File: src/rtl/andor_exerciser.sv
// Exhaustive input sweeper for a small combinational network: drives every vector, waits a
// settle time, samples Y against a truth-table parameter and keeps a pass/fail summary.
module andor_exerciser #(
  parameter int unsigned         N_IN          = 4,
  parameter logic [2**N_IN-1:0]  EXPECTED      = 16'hF888,
  parameter int unsigned         SETTLE_CYCLES = 2
) (
  input  logic            clk,
  input  logic            rst_n,
  input  logic            start,
  output logic [N_IN-1:0] stim,
  input  logic            dut_y,
  output logic            busy,
  output logic            done,
  output logic            pass,
  output logic [N_IN:0]   err_count,
  output logic [N_IN-1:0] first_fail,
  output logic            fail_valid
);

  typedef enum logic [1:0] {StIdle, StSettle, StSample, StFin} state_e;

  localparam logic [N_IN-1:0] StimMax    = '1;
  localparam logic [3:0]      SettleLast = 4'(SETTLE_CYCLES - 1);

  state_e        state;
  logic [3:0]    settle_cnt;
  logic          mismatch;
  logic [N_IN:0] err_next;

  // Include the current compare so pass can be judged on the final vector's edge.
  always_comb begin
    mismatch = (dut_y != EXPECTED[stim]);
    err_next = err_count + {{N_IN{1'b0}}, mismatch};
  end

  always_ff @(posedge clk or negedge rst_n) begin
    if (!rst_n) begin
      state      <= StIdle;
      settle_cnt <= '0;
      stim       <= '0;
      busy       <= 1'b0;
      done       <= 1'b0;
      pass       <= 1'b0;
      err_count  <= '0;
      first_fail <= '0;
      fail_valid <= 1'b0;
    end else begin
      unique case (state)
        StIdle: begin
          stim <= '0;
          done <= 1'b0;
          if (start) begin
            err_count  <= '0;
            first_fail <= '0;
            fail_valid <= 1'b0;
            pass       <= 1'b0;
            busy       <= 1'b1;
            settle_cnt <= '0;
            state      <= StSettle;
          end
        end
        StSettle: begin
          if (settle_cnt == SettleLast) begin
            state <= StSample;
          end else begin
            settle_cnt <= settle_cnt + 4'd1;
          end
        end
        StSample: begin
          err_count <= err_next;
          if (mismatch && !fail_valid) begin
            first_fail <= stim;
            fail_valid <= 1'b1;
          end
          if (stim == StimMax) begin
            done  <= 1'b1;
            busy  <= 1'b0;
            pass  <= (err_next == '0);
            state <= StFin;
          end else begin
            stim       <= stim + 1'b1;
            settle_cnt <= '0;
            state      <= StSettle;
          end
        end
        StFin: begin
          done  <= 1'b0;
          stim  <= '0;
          state <= StIdle;
        end
        default: state <= StIdle;
      endcase
    end
  end

endmodule

File: config.mk
export PLATFORM = sky130hd
export DESIGN_NAME = andor_exerciser
export DESIGN_NICKNAME = d
export VERILOG_FILES = /design/src/rtl/andor_exerciser.sv
export SDC_FILE = /design/constraint.sdc
export NUM_CORES = 1
export LEC_CHECK = 0
export CORE_ASPECT_RATIO = 0.75
export CORE_MARGIN = 5
export CORE_UTILIZATION = 35
export DETAILED_ROUTE_END_ITERATION = 7
export SLEW_MARGIN = 0
export SYNTH_ARGS = -nofsm -noshare
export SYNTH_HDL_FRONTEND = slang
export SYNTH_SLANG_ARGS = --single-unit
File: constraint.sdc
create_clock -name clk -period 5.7 [get_ports clk]
set_clock_uncertainty 0.2 [all_clocks]
set_input_delay 1.14 -clock clk [delete_from_list [all_inputs] [get_ports clk]]
set_output_delay 1.14 -clock clk [all_outputs]
set_load 0.01 [all_outputs]
==> summary by stage <==
Critical path
At the worst endpoint, the required time is approximately 5.7 ns. The arrival time reported for the critical path endpoint is 3.15 ns. The master of the slowest instance on the critical path is sky130_fd_sc_hd__clkdlybuf4s50_1. The maximum fanout count along the critical path is 5.

The longest individual stage delay on the worst path is 0.46 ns. The signal on the critical path passes through clkdlybuf4s50_1, nor3_1, or2_2, ha_1, ha_1, xor2_1, nor3_1, nand3_1, o21ai_0. Measured in cells, the most critical reg-to-reg path has a length of 12. The startpoint kind of the worst setup timing path is an input port.

The kind of capture point of the worst setup path is a flip-flop. The critical path is of the in2reg type. For flop-to-flop paths, the worst setup slack is 2.65 ns.

Final layout
The finished layout holds 223 standard cells, fillers aside. Summing all flip-flop and latch instances after layout gives 576 um2. The number of fill cells in the layout is ~380. The total inserted antenna cells is 0. After routing the design area is between 0.0015 and 0.002 mm2.

Cells with a size suffix above 1 make up 7.02% of the layout. Compared with the post-synthesis result, the final layout area differs by 21.1%. For this run, the post-layout net count is 186. The multi-input gate area in the final layout is 758 um2.

STA
For the pin with the worst max-slew slack, the measured transition is 1.06 ns. The worst path in the final design needs a cycle of 3.15 ns, including I/O delays and setup. The final sum of negative setup slack is 0 ns. Setup repair after global routing left no endpoint under its margin. The max-slew violation count is 0. The highest clock frequency the design can meet is 317 MHz.

Setup violations remaining at the end of the flow were counted as 0. The portion of the clock cycle consumed by the worst path in the final layout is 55.3%. Headroom to the max-slew limit came out at 29.4%. The final hold violation count is 0.

Detailed routing
The routed layout has 1226 vias. The count of nets left with antenna violations after detail routing is 0. The final routed DRC violation total is 0. The detailed router finished its first iteration with between 50 and 60 violations. Dividing the detail-routed wire length by the instance count gives 14.2 um. The average vias per placed instance is 5.50. The final layout contains routed wiring with a total length of 3160 um. The detailed-router iteration count before antenna repair is 4.

Logic synthesis
The synthesized netlist net count is ~160. The mapped netlist covers 0.00138 mm2. The synthesized area per cell is 9.23 um2. The most instantiated flip-flop cell in the synthesis netlist is sky130_fd_sc_hd__dfrtp_1. Yosys mapped a number of flops with a built-in enable equal to 0.

For this run, the register share of the synthesized area comes to 41.6%. The share of synthesized area in the top cell type comes to 41.6%. Counting instances in the post-synthesis netlist gives the leading cell types as sky130_fd_sc_hd__dfrtp_1 (23), sky130_fd_sc_hd__nand2_1 (19), sky130_fd_sc_hd__o21ai_0 (16). The most area-hungry cell type in the Yosys netlist is sky130_fd_sc_hd__dfrtp_1.

After synthesis, the cell types taking the most area are sky130_fd_sc_hd__dfrtp_1 (42%), sky130_fd_sc_hd__ha_1 (9.0%), sky130_fd_sc_hd__o21ai_0 (5.8%). The most common cell in the synthesized netlist is sky130_fd_sc_hd__dfrtp_1. Of all flip-flops after synthesis, the portion carrying an async set or reset was between 90% and 100%.

Counting flops and latches in the post-synthesis netlist gives 23. After synthesis, the netlist uses 42 different library cells. The yosys synthesis warning count is 0. Synthesis handed over a netlist of 150 instances.

Global routing
The initial antenna violation count came to 0. The total overflow reported by the global router is 0. The number of global-route vias before repair was 1166. Entering global routing, the biggest net connects 24 pins. The first global-routing pass estimated around 5500 um of wire. Across every metal layer, demand over resource in global routing totals 13.2%.

Clock network
TritonCTS built the clock tree. CTS built an H-tree with a depth of 1. The clock latency reported for the late side of the worst-skew pair is 0.27 ns. The maximum buffer depth of the clock tree is 2. The number of CTS-inserted buffers is 3.

Once the clock tree was built, the setup fixing pass inserted 0 buffers. After clock tree synthesis, the clock-pin slew on the worst setup and hold paths is 0.08 ns. Post-CTS repair changed the size of 0 cells. In this run, post-CTS hold repair placed 0 buffers.

The root buffer selected by CTS is sky130_fd_sc_hd__clkbuf_8. The number of sinks driven by the clock tree is 23.

Floorplanning
In this run the standard cell core region covers approximately 0.0037 mm2. 21 I/O pins were placed. The die width is 82.6 um.

The die covers 0.00532 mm2. The number of cell rows is 19. The effective utilization at floorplan is a little under two fifths. The height of the die is 64.5 um.

Pwr
VDD sags by at most ~0.00021 V. The power consumption is between 0.6 and 0.7 mW. In this run the power density over the cells is 394 mW/mm2. The analysis attributes to cell leakage a power of 0.705 nW.

Placed design
After legalization and detailed placement, the total HPWL measured between 2000 and 2500 um. The total cell area at the placement stage is 0.00163 mm2. Including well taps, the total number of placed cells is about 220. The final weighted congestion in routability-driven placement is 0.854.

The number of port buffers is 20.

Run status
The flow ran to the end, and the final reports show no timing, DRC or antenna violations.

Worst hold path
The cell depth of the worst min-delay path is 2. The worst hold path belongs to the class reg2reg.

Run
The tool flagged a number of max-cap violations equal to 0.
## logic make-up after synthesis
kind of cell               synth area share (%)
and+or+nand+nor                            19.6
AOI/OAI and AO/OA                          23.6
DFF                                        41.6
buffers and inverters                      3.62
adders and majority gates                  9.04
xor gates and xnor gates                   2.53
## power breakdown
group / internal, mW / switching [mW] / total (mW) / leakage, nW
registers: 0.195 / 0.0355 / 0.230 / 0.311
clock network: 0.0489 / 0.0552 / 0.104 / 0.0255
logic: 0.133 / 0.192 / 0.326 / 0.369
total: 0.377 / 0.283 / 0.660 / 0.705
## worst max-delay path: cells and delay by family
| kind | cells | cell delay (ns) |
|---|---|---|
| and+or+nand+nor | 4 | 0.89 |
| adders and majority gates | 2 | 0.40 |
| xor gates and xnor gates | 1 | 0.09 |
| AOI/OAI and AO/OA | 1 | 0.15 |
| buffers and inverters | 1 | 0.46 |
## layout by cell type (no fill, tap or decap), types with 4 or more instances in the layout
cell,count
sky130_fd_sc_hd__nand2_1,19
sky130_fd_sc_hd__dfrtp_1,23
sky130_fd_sc_hd__a21oi_1,8
sky130_fd_sc_hd__clkdlybuf4s50_1,20
sky130_fd_sc_hd__o21ai_0,16
sky130_fd_sc_hd__inv_1,8
sky130_fd_sc_hd__nor2_1,5
sky130_fd_sc_hd__nor3_1,4
sky130_fd_sc_hd__nand3_1,4
sky130_fd_sc_hd__ha_1,10
## final cells by class
class | instances | area share [%]
timing repair buffer | 20 | 11.9
multi-input combinational | 116 | 45.3
tap | 52 | 3.88
sequential | 23 | 34.4
clock buffer | 3 | 2.46
inverter | 8 | 1.79
clock inverter | 1 | 0.299
## stage by stage
step	hold WS, ns	setup slack [ns]	utilization, %
after floorplan	0.283	2.94	-
after global placement	0.301	2.37	43.6
after detailed placement	0.321	2.30	43.6
after CTS	0.338	2.54	44.9
after global routing	0.363	2.32	44.9
final	0.328	2.55	44.9
## routing by layer
| metal | up-vias | GRT usage, % | routed length, um |
|---|---|---|---|
| li1 | 595 | - | - |
| met1 | 607 | 18.6 | 1510 |
| met2 | 22 | 20.4 | 1470 |
| met3 | 2 | 4.43 | 163 |
| met4 | 0 | 1.22 | 10 |
| met5 | - | 0 | 0 |
## worst paths after layout
path	from	to
hold reg to reg	pass	pass
max in group asynchronous	rst_n	pass
min in group asynchronous	rst_n	stim[2]
setup / recovery	dut_y	pass
hold / removal	pass	pass
setup reg to reg	stim[0]	pass
## sequential cells by signal, summed over array words and instances, names as in the netlist
name	cells
pass	1
state	2
err_count	5
fail_valid	1
settle_cnt	4
stim	4
first_fail	4
done	1
busy	1
No activity file was read; power rests on OpenSTA's default activity.
